File: config.mk
export PLATFORM = sky130hd
export DESIGN_NAME = beta_mem_port_arbiter_flat
export DESIGN_NICKNAME = d
export VERILOG_FILES = /design/src/rtl/beta_mem_port_arbiter_if.sv /design/src/rtl/beta_mem_port_arbiter.sv /design/src/flat_wrapper.sv
export SDC_FILE = /design/constraint.sdc
export NUM_CORES = 1
export LEC_CHECK = 0
export ABC_CLOCK_PERIOD_IN_PS = 4000
export CORE_AREA = 2 2 123 125
export DETAILED_ROUTE_END_ITERATION = 16
export DIE_AREA = 0 0 125 127
export PLACE_DENSITY_LB_ADDON = 0.2
export SLEW_MARGIN = 10
export SYNTH_ARGS = -nofsm -noshare
export SYNTH_HDL_FRONTEND = slang
export SYNTH_SLANG_ARGS = --single-unit
export TNS_END_PERCENT = 10
File: constraint.sdc
create_clock -name clk_i -period 4 [get_ports clk_i]
set_input_delay 0.4 -clock clk_i [delete_from_list [all_inputs] [get_ports clk_i]]
set_output_delay 0.4 -clock clk_i [all_outputs]
set_load 0.02 [all_outputs]
File: src/rtl/beta_mem_port_arbiter_if.sv
// Request/response bundle between the core's three memory requesters, the
// shared bus slave and beta_mem_port_arbiter.
interface beta_mem_port_arbiter_if #(
  parameter int unsigned DataWidth = 32,
  parameter int unsigned AddrWidth = 32
);
  logic                   instr_req_i;
  logic [AddrWidth-1:0]   instr_addr_i;
  logic                   instr_kill_i;
  logic                   instr_ready_o;
  logic                   instr_valid_o;
  logic [DataWidth-1:0]   instr_rdata_o;

  logic                   rdata_req_i;
  logic [AddrWidth-1:0]   rdata_addr_i;
  logic [DataWidth/8-1:0] rdata_strb_i;
  logic                   rdata_ready_o;
  logic                   rdata_valid_o;
  logic [DataWidth-1:0]   rdata_data_o;

  logic                   wdata_req_i;
  logic [AddrWidth-1:0]   wdata_addr_i;
  logic [DataWidth-1:0]   wdata_data_i;
  logic [DataWidth/8-1:0] wdata_strb_i;
  logic                   wdata_ready_o;
  logic                   wdata_valid_o;

  logic                   mem_req_o;
  logic                   mem_we_o;
  logic [AddrWidth-1:0]   mem_addr_o;
  logic [DataWidth-1:0]   mem_wdata_o;
  logic [DataWidth/8-1:0] mem_be_o;
  logic                   mem_gnt_i;
  logic                   mem_rvalid_i;
  logic [DataWidth-1:0]   mem_rdata_i;

  logic                   arb_busy_o;

  // Arbiter view
  modport master (
    input  instr_req_i, instr_addr_i, instr_kill_i,
    output instr_ready_o, instr_valid_o, instr_rdata_o,
    input  rdata_req_i, rdata_addr_i, rdata_strb_i,
    output rdata_ready_o, rdata_valid_o, rdata_data_o,
    input  wdata_req_i, wdata_addr_i, wdata_data_i, wdata_strb_i,
    output wdata_ready_o, wdata_valid_o,
    output mem_req_o, mem_we_o, mem_addr_o, mem_wdata_o, mem_be_o,
    input  mem_gnt_i, mem_rvalid_i, mem_rdata_i,
    output arb_busy_o
  );

  // Requester/bus-slave view
  modport slave (
    output instr_req_i, instr_addr_i, instr_kill_i,
    input  instr_ready_o, instr_valid_o, instr_rdata_o,
    output rdata_req_i, rdata_addr_i, rdata_strb_i,
    input  rdata_ready_o, rdata_valid_o, rdata_data_o,
    output wdata_req_i, wdata_addr_i, wdata_data_i, wdata_strb_i,
    input  wdata_ready_o, wdata_valid_o,
    input  mem_req_o, mem_we_o, mem_addr_o, mem_wdata_o, mem_be_o,
    output mem_gnt_i, mem_rvalid_i, mem_rdata_i,
    input  arb_busy_o
  );
endinterface

File: src/rtl/beta_mem_port_arbiter.sv
// Single-outstanding arbiter sharing one memory bus between fetch, load and store.
// Define BETA_ARB_RR_EN for round-robin arbitration; default is fixed WR > RD > IF.
module beta_mem_port_arbiter #(
  parameter int unsigned DataWidth = 32,
  parameter int unsigned AddrWidth = 32
) (
  input  logic                    clk_i,
  input  logic                    rstn_i,
  beta_mem_port_arbiter_if.master bus
);
  localparam int unsigned StrbWidth = DataWidth / 8;

  typedef enum logic [1:0] {ST_IDLE, ST_REQ, ST_WAIT} state_e;
  typedef enum logic [1:0] {OWN_NONE, OWN_IF, OWN_RD, OWN_WR} owner_e;

  state_e               state_q, state_d;
  owner_e               owner_q, owner_d;
  logic                 kill_q, kill_d;
  logic [AddrWidth-1:0] addr_q, addr_d;
  logic [DataWidth-1:0] wdata_q, wdata_d;
  logic [StrbWidth-1:0] be_q, be_d;

  logic                 any_req;
  logic                 arb_take;
  owner_e               winner;
  logic [AddrWidth-1:0] cap_addr;
  logic [DataWidth-1:0] cap_wdata;
  logic [StrbWidth-1:0] cap_be;

  logic mem_req;
  logic ready_if, ready_rd, ready_wr;
  logic valid_if, valid_rd, valid_wr;

  assign any_req = bus.wdata_req_i | bus.rdata_req_i | bus.instr_req_i;

`ifdef BETA_ARB_RR_EN
  owner_e ptr_q, ptr_d;

  // Search starts at the pointer and wraps WR -> RD -> IF -> WR.
  always_comb begin
    winner = OWN_NONE;
    case (ptr_q)
      OWN_RD: begin
        if (bus.rdata_req_i)      winner = OWN_RD;
        else if (bus.instr_req_i) winner = OWN_IF;
        else if (bus.wdata_req_i) winner = OWN_WR;
      end
      OWN_IF: begin
        if (bus.instr_req_i)      winner = OWN_IF;
        else if (bus.wdata_req_i) winner = OWN_WR;
        else if (bus.rdata_req_i) winner = OWN_RD;
      end
      default: begin
        if (bus.wdata_req_i)      winner = OWN_WR;
        else if (bus.rdata_req_i) winner = OWN_RD;
        else if (bus.instr_req_i) winner = OWN_IF;
      end
    endcase
  end

  always_comb begin
    ptr_d = ptr_q;
    if (arb_take) begin
      case (winner)
        OWN_WR:  ptr_d = OWN_RD;
        OWN_RD:  ptr_d = OWN_IF;
        OWN_IF:  ptr_d = OWN_WR;
        default: ptr_d = ptr_q;
      endcase
    end
  end

  always_ff @(posedge clk_i or negedge rstn_i) begin
    if (!rstn_i) ptr_q <= OWN_WR;
    else         ptr_q <= ptr_d;
  end
`else
  always_comb begin
    winner = OWN_NONE;
    if (bus.wdata_req_i)      winner = OWN_WR;
    else if (bus.rdata_req_i) winner = OWN_RD;
    else if (bus.instr_req_i) winner = OWN_IF;
  end
`endif

  // Fetches always read a full word; loads carry no write data.
  always_comb begin
    cap_addr  = '0;
    cap_wdata = '0;
    cap_be    = '0;
    case (winner)
      OWN_WR: begin
        cap_addr  = bus.wdata_addr_i;
        cap_wdata = bus.wdata_data_i;
        cap_be    = bus.wdata_strb_i;
      end
      OWN_RD: begin
        cap_addr = bus.rdata_addr_i;
        cap_be   = bus.rdata_strb_i;
      end
      OWN_IF: begin
        cap_addr = bus.instr_addr_i;
        cap_be   = '1;
      end
      default: ;
    endcase
  end

  always_comb begin
    state_d  = state_q;
    owner_d  = owner_q;
    kill_d   = kill_q;
    addr_d   = addr_q;
    wdata_d  = wdata_q;
    be_d     = be_q;
    arb_take = 1'b0;
    mem_req  = 1'b0;
    ready_if = 1'b0;
    ready_rd = 1'b0;
    ready_wr = 1'b0;
    valid_if = 1'b0;
    valid_rd = 1'b0;
    valid_wr = 1'b0;

    case (state_q)
      ST_IDLE: begin
        if (any_req) begin
          arb_take = 1'b1;
          state_d  = ST_REQ;
        end
      end
      ST_REQ: begin
        mem_req = 1'b1;
        if (bus.instr_kill_i && owner_q == OWN_IF) kill_d = 1'b1;
        if (bus.mem_gnt_i) begin
          ready_if = (owner_q == OWN_IF);
          ready_rd = (owner_q == OWN_RD);
          ready_wr = (owner_q == OWN_WR);
          state_d  = ST_WAIT;
        end
      end
      ST_WAIT: begin
        if (bus.instr_kill_i && owner_q == OWN_IF) kill_d = 1'b1;
        if (bus.mem_rvalid_i) begin
          // A kill arriving with the response still suppresses it.
          valid_if = (owner_q == OWN_IF) && !(kill_q || bus.instr_kill_i);
          valid_rd = (owner_q == OWN_RD);
          valid_wr = (owner_q == OWN_WR);
          kill_d   = 1'b0;
          if (any_req) begin
            arb_take = 1'b1;
            state_d  = ST_REQ;
          end else begin
            owner_d = OWN_NONE;
            state_d = ST_IDLE;
          end
        end
      end
      default: state_d = ST_IDLE;
    endcase

    if (arb_take) begin
      owner_d = winner;
      kill_d  = 1'b0;
      addr_d  = cap_addr;
      wdata_d = cap_wdata;
      be_d    = cap_be;
    end
  end

  always_ff @(posedge clk_i or negedge rstn_i) begin
    if (!rstn_i) begin
      state_q <= ST_IDLE;
      owner_q <= OWN_NONE;
      kill_q  <= 1'b0;
      addr_q  <= '0;
      wdata_q <= '0;
      be_q    <= '0;
    end else begin
      state_q <= state_d;
      owner_q <= owner_d;
      kill_q  <= kill_d;
      addr_q  <= addr_d;
      wdata_q <= wdata_d;
      be_q    <= be_d;
    end
  end

  assign bus.mem_req_o     = mem_req;
  assign bus.mem_we_o      = mem_req && (owner_q == OWN_WR);
  assign bus.mem_addr_o    = mem_req ? addr_q  : '0;
  assign bus.mem_wdata_o   = mem_req ? wdata_q : '0;
  assign bus.mem_be_o      = mem_req ? be_q    : '0;

  assign bus.instr_ready_o = ready_if;
  assign bus.rdata_ready_o = ready_rd;
  assign bus.wdata_ready_o = ready_wr;
  assign bus.instr_valid_o = valid_if;
  assign bus.rdata_valid_o = valid_rd;
  assign bus.wdata_valid_o = valid_wr;
  assign bus.instr_rdata_o = valid_if ? bus.mem_rdata_i : '0;
  assign bus.rdata_data_o  = valid_rd ? bus.mem_rdata_i : '0;

  assign bus.arb_busy_o    = (state_q != ST_IDLE);
endmodule
File: src/flat_wrapper.sv
// flat-port wrapper written by rule: the top's interface ports become plain ports
module beta_mem_port_arbiter_flat 
#(
  parameter int unsigned DataWidth = 32,
  parameter int unsigned AddrWidth = 32
)
  (clk_i, rstn_i, bus_instr_req_i, bus_instr_addr_i, bus_instr_kill_i, bus_instr_ready_o, bus_instr_valid_o, bus_instr_rdata_o, bus_rdata_req_i, bus_rdata_addr_i, bus_rdata_strb_i, bus_rdata_ready_o, bus_rdata_valid_o, bus_rdata_data_o, bus_wdata_req_i, bus_wdata_addr_i, bus_wdata_data_i, bus_wdata_strb_i, bus_wdata_ready_o, bus_wdata_valid_o, bus_mem_req_o, bus_mem_we_o, bus_mem_addr_o, bus_mem_wdata_o, bus_mem_be_o, bus_mem_gnt_i, bus_mem_rvalid_i, bus_mem_rdata_i, bus_arb_busy_o);
  beta_mem_port_arbiter_if #(.DataWidth(DataWidth), .AddrWidth(AddrWidth)) bus_i ();
  input  logic clk_i;
  input  logic rstn_i;
  input wire logic [$bits(bus_i.instr_req_i)-1:0] bus_instr_req_i;
  input wire logic [$bits(bus_i.instr_addr_i)-1:0] bus_instr_addr_i;
  input wire logic [$bits(bus_i.instr_kill_i)-1:0] bus_instr_kill_i;
  output wire logic [$bits(bus_i.instr_ready_o)-1:0] bus_instr_ready_o;
  output wire logic [$bits(bus_i.instr_valid_o)-1:0] bus_instr_valid_o;
  output wire logic [$bits(bus_i.instr_rdata_o)-1:0] bus_instr_rdata_o;
  input wire logic [$bits(bus_i.rdata_req_i)-1:0] bus_rdata_req_i;
  input wire logic [$bits(bus_i.rdata_addr_i)-1:0] bus_rdata_addr_i;
  input wire logic [$bits(bus_i.rdata_strb_i)-1:0] bus_rdata_strb_i;
  output wire logic [$bits(bus_i.rdata_ready_o)-1:0] bus_rdata_ready_o;
  output wire logic [$bits(bus_i.rdata_valid_o)-1:0] bus_rdata_valid_o;
  output wire logic [$bits(bus_i.rdata_data_o)-1:0] bus_rdata_data_o;
  input wire logic [$bits(bus_i.wdata_req_i)-1:0] bus_wdata_req_i;
  input wire logic [$bits(bus_i.wdata_addr_i)-1:0] bus_wdata_addr_i;
  input wire logic [$bits(bus_i.wdata_data_i)-1:0] bus_wdata_data_i;
  input wire logic [$bits(bus_i.wdata_strb_i)-1:0] bus_wdata_strb_i;
  output wire logic [$bits(bus_i.wdata_ready_o)-1:0] bus_wdata_ready_o;
  output wire logic [$bits(bus_i.wdata_valid_o)-1:0] bus_wdata_valid_o;
  output wire logic [$bits(bus_i.mem_req_o)-1:0] bus_mem_req_o;
  output wire logic [$bits(bus_i.mem_we_o)-1:0] bus_mem_we_o;
  output wire logic [$bits(bus_i.mem_addr_o)-1:0] bus_mem_addr_o;
  output wire logic [$bits(bus_i.mem_wdata_o)-1:0] bus_mem_wdata_o;
  output wire logic [$bits(bus_i.mem_be_o)-1:0] bus_mem_be_o;
  input wire logic [$bits(bus_i.mem_gnt_i)-1:0] bus_mem_gnt_i;
  input wire logic [$bits(bus_i.mem_rvalid_i)-1:0] bus_mem_rvalid_i;
  input wire logic [$bits(bus_i.mem_rdata_i)-1:0] bus_mem_rdata_i;
  output wire logic [$bits(bus_i.arb_busy_o)-1:0] bus_arb_busy_o;
  assign bus_i.instr_req_i = bus_instr_req_i;
  assign bus_i.instr_addr_i = bus_instr_addr_i;
  assign bus_i.instr_kill_i = bus_instr_kill_i;
  assign bus_instr_ready_o = bus_i.instr_ready_o;
  assign bus_instr_valid_o = bus_i.instr_valid_o;
  assign bus_instr_rdata_o = bus_i.instr_rdata_o;
  assign bus_i.rdata_req_i = bus_rdata_req_i;
  assign bus_i.rdata_addr_i = bus_rdata_addr_i;
  assign bus_i.rdata_strb_i = bus_rdata_strb_i;
  assign bus_rdata_ready_o = bus_i.rdata_ready_o;
  assign bus_rdata_valid_o = bus_i.rdata_valid_o;
  assign bus_rdata_data_o = bus_i.rdata_data_o;
  assign bus_i.wdata_req_i = bus_wdata_req_i;
  assign bus_i.wdata_addr_i = bus_wdata_addr_i;
  assign bus_i.wdata_data_i = bus_wdata_data_i;
  assign bus_i.wdata_strb_i = bus_wdata_strb_i;
  assign bus_wdata_ready_o = bus_i.wdata_ready_o;
  assign bus_wdata_valid_o = bus_i.wdata_valid_o;
  assign bus_mem_req_o = bus_i.mem_req_o;
  assign bus_mem_we_o = bus_i.mem_we_o;
  assign bus_mem_addr_o = bus_i.mem_addr_o;
  assign bus_mem_wdata_o = bus_i.mem_wdata_o;
  assign bus_mem_be_o = bus_i.mem_be_o;
  assign bus_i.mem_gnt_i = bus_mem_gnt_i;
  assign bus_i.mem_rvalid_i = bus_mem_rvalid_i;
  assign bus_i.mem_rdata_i = bus_mem_rdata_i;
  assign bus_arb_busy_o = bus_i.arb_busy_o;
  beta_mem_port_arbiter #(.DataWidth(DataWidth), .AddrWidth(AddrWidth)) u_core (.clk_i(clk_i), .rstn_i(rstn_i), .bus(bus_i));
endmodule
==> results.md <==
- Status: complete, no violations
- Die height: 127 um
- Switching Power: 1.854 mW
- Syn nets: 725
- Root buffer cell: clkbuf_16
- TritonCTS Buffers: 9
- Non-filler instance count after layout: 1,013
- RR Endpoint: u_core.kill_q
- Post-synthesis sequential area ratio: 38.00%
- Largest area contributor in the netlist: dfrtp_1
- CP max FO: 45
- Most used DFF post-synth: dfrtp_1
- Wirelength, routed: 18.16 mm
- Avg Cell Area, Syn: 8.820 sq um
- Sequential share of power: 27.3%
- Total die area: 15,880 sq um
- Power per cell area: 539.9 nW/um^2
- Hold buffers post-CTS: 0
- DP HPWL: 13.37 mm
- Final setup margin: 0.8768 ns
- Nets@finish: 1,004
- Top-count cell post-synth: and2_1
- I/O pins: 317
- Syn. warnings: 0
- Placeable Area: 14,420 sq um
- Row count: 44
- Worst VDD drop: 248.6 uV
- H-tree lvl count: 3
- Worst R2R Path Depth: 6
- Fin crit share: 78.08%
- Clock sink total: 73
- Via count: 5,124
- Setup tns final: 0 ns
- Vias per cell: 5.058
- Rel. slew slack: 26.65%
- RSZ-0062 raised after global routing: false
- Sw Share: 41.50%
- Largest cells by area after synthesis: dfrtp_1, and2_1, o31ai_2, o21ai_0, a221oi_1
- Final setup viols: 0
- Clock power share: 16.6%
- Initial Util: 33.33%
- CTS resizes: 0
- Comb pwr share: 56.0%
- R2R Setup Slk: 1.64 ns
- Post-CTS Setup Repair Bufs: 0
- TritonRoute pass-1 iters: 4
- Critical path type: reg -> out
- Die extent in x: 125 um
- Buffers on Ports: 316
- Global-route wire length before repair: 28.01 mm
- Post-DP Area: 8004 sq um
- Clk buf depth: 2
- Total GRT Usage: 22.10%
- Final instance area: 8277 sq um
- Area Growth Syn to Fin: 72.18%
- Final setup skew: 0.009286 ns
- EDFF count, synth: 0
- First DRT Iteration DRCs: 289
- Gp weighted congestion: 0.9523
- Required @ worst endpoint: 3.60 ns
- Largest net degree at the start of global routing: 110
- Yosys reg bits: 73
- Worst slew pin tran: 1.100 ns
- Gr ovfl total: 0
- Final Critical Period: 3.123 ns
- Arrival time at the worst endpoint: 2.72 ns
- CTS tree: done
- Unique masters post-synth: 33
- Worst hold slack: 0.1876 ns
- List of most frequent post-synthesis cells: and2_1, dfrtp_1, o21ai_0
- Drt wl/cell: 17.93 um
- Internal power: 2.614 mW
- # DRC: 0
- Async S/R FF share, synth: 100.0%
- LEAKAGE: 3.323 nW
- Clk Latency, worst-skew pair: 0.33 ns
- Syn Inst Count: 545
- Startpoint types: register
- Count of final hold-check violations: 0
- Area of the mapped netlist: 4807 sq um
- Clock transition at path regs: 0.06 ns
- Reg2Reg Launch Point: u_core.state_q[0]
- Fillers: 1,262
- Initial antenna violation count: 0
- Placed Cells incl. Taps: 997
- ANT cells: 0
- Vias in the first global route: 5,206
- Critical path endpoint category: primary output
- Max Freq: 320.2 MHz
- Final ANT Viol Nets: 0
- Layout cells sized above 1: 7.479%
- Worst slack at placement: 1.065 ns
- Min-Delay Path Class: in -> async
- Synth top area share: 38.00%
- Pins Over Slew Limit: 0
- MaxCap Viol Count: 0
==> layout by cell type (no fill, tap or decap), types with 4 or more instances in the layout <==
master / netlist / final
buf_4: 2 / 10
a211oi_1: 4 / 4
nor2b_1: 38 / 37
inv_1: 6 / 6
dfrtp_1: 73 / 73
o31ai_1: 7 / 7
clkbuf_16: 0 / 9
and2_1: 133 / 133
clkdlybuf4s50_1: 0 / 314
o31ai_2: 29 / 29
a221oi_1: 32 / 32
o21ai_0: 70 / 70
nand2_1: 35 / 35
nand3_1: 34 / 34
a31oi_1: 4 / 4
==> metrics by stage <==
step                      total power [mW]  util, %
after global placement               3.704    55.49
after floorplan                      2.749        -
final                                4.469    57.38
after CTS                            4.525    57.38
after global routing                 4.784    57.38
after detailed placement             3.770    55.49
==> critical path, cell delays in order, from the launching register on <==
cell	delay, ns
dfrtp_1	0.41
inv_1	0.09
ha_2	0.64
buf_4	0.40
and2_1	0.22
clkdlybuf4s50_1	0.61
==> sequential cells by signal, indices dropped and copies added, names as in the netlist <==
name            cells
u_core.be_q         4
u_core.state_q      2
u_core.kill_q       1
u_core.wdata_q     32
u_core.addr_q      32
u_core.owner_q      2
==> power groups by stage <==
stage / Sequential (mW) / Combinational, mW / Clock, mW
after floorplan: 1.18 / 1.57 / 0
after global placement: 1.21 / 2.49 / 0
after detailed placement: 1.24 / 2.53 / 0
after CTS: 1.22 / 2.54 / 0.761
after global routing: 1.27 / 2.73 / 0.787
final: 1.22 / 2.50 / 0.742
==> final cells by class <==
class,instances,area (sq um),share of cell area (%)
clock inverters,6,43.79,0.5291
multi-input cells,410,2706,32.70
clock buffers,10,229.0,2.766
flip-flops and latches,73,1827,22.07
well taps,184,230.2,2.782
repair buffers,324,3218,38.88
inverters,6,22.52,0.2721
==> per-layer routing <==
layer | vias up | track usage, % | wire [um]
li1 | 2462 | - | -
met1 | 2402 | 24.46 | 6830
met2 | 234 | 40.92 | 9563
met3 | 26 | 6.156 | 1307
met4 | 0 | 7.320 | 458
met5 | - | 0 | 0
==> worst max path at each step <==
| stage | start | end | slack [ns] | cells after the start |
|---|---|---|---|---|
| finish | u_core.state_q[1] | bus_mem_wdata_o[2] | 0.88 | 5 |
| global route | u_core.state_q[1] | bus_mem_wdata_o[7] | 0.69 | 5 |
| CTS | u_core.state_q[1] | bus_mem_wdata_o[7] | 0.84 | 5 |
| detailed placement | bus_mem_rvalid_i | bus_instr_rdata_o[11] | 1.07 | 6 |
| global placement | bus_mem_rvalid_i | bus_instr_rdata_o[31] | 1.16 | 6 |
| floorplan | u_core.state_q[0] | bus_rdata_data_o[22] | 1.92 | 6 |
==> cell families after synthesis <==
group | count (synthesis) | synth area share [%]
flops | 73 | 38.00
fa+ha+maj | 4 | 1.041
simple gates | 253 | 30.87
buf+inv | 62 | 6.012
compound gates | 153 | 24.08
(Power assumes the default switching activity.)
==> patch: new RTL, same flow settings <==
Re-encode `owner_e` (4 values) as one-hot, 4 bits wide.
--- a/src/rtl/beta_mem_port_arbiter.sv
+++ b/src/rtl/beta_mem_port_arbiter.sv
@@ -12,5 +12,5 @@
 
   typedef enum logic [1:0] {ST_IDLE, ST_REQ, ST_WAIT} state_e;
-  typedef enum logic [1:0] {OWN_NONE, OWN_IF, OWN_RD, OWN_WR} owner_e;
+  typedef enum logic [3:0] {OWN_NONE = 4'b0001, OWN_IF = 4'b0010, OWN_RD = 4'b0100, OWN_WR = 4'b1000} owner_e;
 
   state_e               state_q, state_d;
Behaviour: no difference found for any inputs over 10 cycles, from zero or initial values and one cycle with rstn_i low; not proved beyond that.
==> patch against the original RTL <==
  * Core utilization decreased by 0.33 points
  * Total power decreased by 4.6%
  * Sequential cell count increased by 2
  * Design area decreased by 0.57%
  * First-iteration DRC count decreased by 12%
  * Routed wire length decreased by 7.1%
  * Area after synthesis decreased by 2.2%
  * Via count increased by 1.1%
  * Setup slack got worse by 0.18 ns
  * Critical endpoint is now bus_instr_rdata_o[5]
  * Highest routed layer unchanged
==> patch: results (changes against the original RTL) <==
stage,metric,value,unit,change
clock_network,clock_latency,0.32,ns,
place,numPlacedInstances,1057,,+6.0%
sta,max_freq,303,MHz,-5.5%
sta,worstMarginPinSlew,0.948,ns,-0.152 ns
global_routing,track_usage,20.7,%,-1.4 points
global_routing,grt_max_degree,97,,-12%
global_routing,grt_use_met3,6.20,%,+0.042 points
place,gp_congestion,0.909,,-4.6%
final_layout,layout-drive-gt1-share,5.30,%,-2.2 points
synth,synth_nets,777,,+7.2%
final_layout,fillCellCount,1293,,+2.5%
global_routing,met2_usage,40.1,%,-0.80 points
worst_setup_path,critPathCapture,bus_instr_rdata_o[5],,
global_routing,use_met1,21.2,%,-3.3 points
clock_network,htreeDepth,3,,unchanged
clock_network,clk_pin_slew,0.06,ns,about the same
place,dpl_worst_slack,0.797,ns,-0.268 ns
worst_setup_path,r2r_end,u_core.addr_q[8],,
pwr,peakVddDrop,247,µV,-0.70%
worst_setup_path,rrSetupSlack,1.47,ns,-0.17 ns
routing,wl_per_cell,15.8,µm,-12%
worst_setup_path,worstPathArrival,2.90,ns,+0.18 ns
final_layout,largestRegisters,"u_core.addr_q x32, u_core.wdata_q x32",,
routing,vias_per_cell,4.84,,-4.3%
pwr,power.leakage,3.45,nW,+3.7%
synth,ys_types,39,,+18%
global_routing,grt_pass1_vias,5215,,+0.17%
synth,synth_common_cells,"nand2_1 (128), and2_1 (120), dfrtp_1 (74)",,
synth,syn-mean-instance-area,7.87,µm²,-11%
worst_setup_path,crit_fanout,17,,-62%
sta,finClkSkew,0.00412,ns,-0.00516 ns
run_status,outcome,completed,,
routing,first_iter_violations,254,,-12%
place,hpwl,12900,µm,-3.4%
worst_setup_path,critPathSlowestCell,nor4b_4,,
synth,synthTopCellsByArea,"dfrtp_1 (39%), and2_1 (16%), nand2_1 (10%), a21oi_1 (6.1%), nand3b_1 (4.5%)",,
global_routing,grt_pass1_wl,26500,µm,-5.4%
place,portBuffers,316,,unchanged
synth,synth-seq-area-share,40.0,%,+2.0 points
routing,wirelength,16900,µm,-7.1%
worst_setup_path,reg2reg_depth,7,,+1
worst_setup_path,r2r-start,u_core.state_q[0],,
==> patch: metal layers <==
layer | routed length, µm | part of all wire [%] | vias to the layer above
met2 | 9090 | 54 | 216
met5 | 0 | 0 | -
met1 | 6070 | 36 | 2405
met4 | 379 | 2.2 | 0
li1 | - | - | 2541
met3 | 1330 | 7.9 | 20
==> patch: final cells by class <==
| cell class | instances | share of cell area [%] |
|---|---|---|
| inverters | 5 | 0.228 |
| multi-input cells | 469 | 31.4 |
| repair buffers | 324 | 39.2 |
| clock inverters | 4 | 0.623 |
| flip-flops and latches | 75 | 22.8 |
| clock buffers | 10 | 2.90 |
| well taps | 184 | 2.80 |
==> patch: worst min path at each step <==
stage                                   from                  to  slack [ns]
after global placement    u_core.wdata_q[17]  u_core.wdata_q[17]        0.44
after CTS                             rstn_i   u_core.addr_q[30]        0.26
after floorplan                       rstn_i    u_core.addr_q[0]        0.10
after detailed placement  u_core.wdata_q[26]  u_core.wdata_q[26]        0.45
final                                 rstn_i   u_core.addr_q[30]        0.22
after global routing                  rstn_i   u_core.addr_q[30]        0.30
==> patch: cells by family after synthesis <==
group	share of synthesized area (%)
mux	0.213
compound gates	13.0
buf+inv	5.30
simple gates	40.5
fa+ha+maj	1.06
flops	40.0
==> patch: worst max-delay path, delay by kind of cell, from the launching register on <==
family                   cells  cell delay [ns]
adder cells (fa/ha/maj)      1             0.21
flip-flops                   1             0.42
buffers and inverters        3             1.00
AND/OR/NAND/NOR              3             0.94
==> patch: report_power, final <==
part | switching, mW | total [mW] | internal, mW | leakage, nW
clock | 0.303 | 0.796 | 0.494 | 0.141
combinational | 1.20 | 2.16 | 0.956 | 2.36
sequential | 0.185 | 1.31 | 1.13 | 0.948
total | 1.69 | 4.26 | 2.58 | 3.45
==> patch: metrics by stage <==
step	total power [mW]	area, µm²
after CTS	4.32	8230
after detailed placement	3.50	7940
after global routing	4.59	8230
after global placement	3.45	7940
after floorplan	2.53	4700
final	4.26	8230
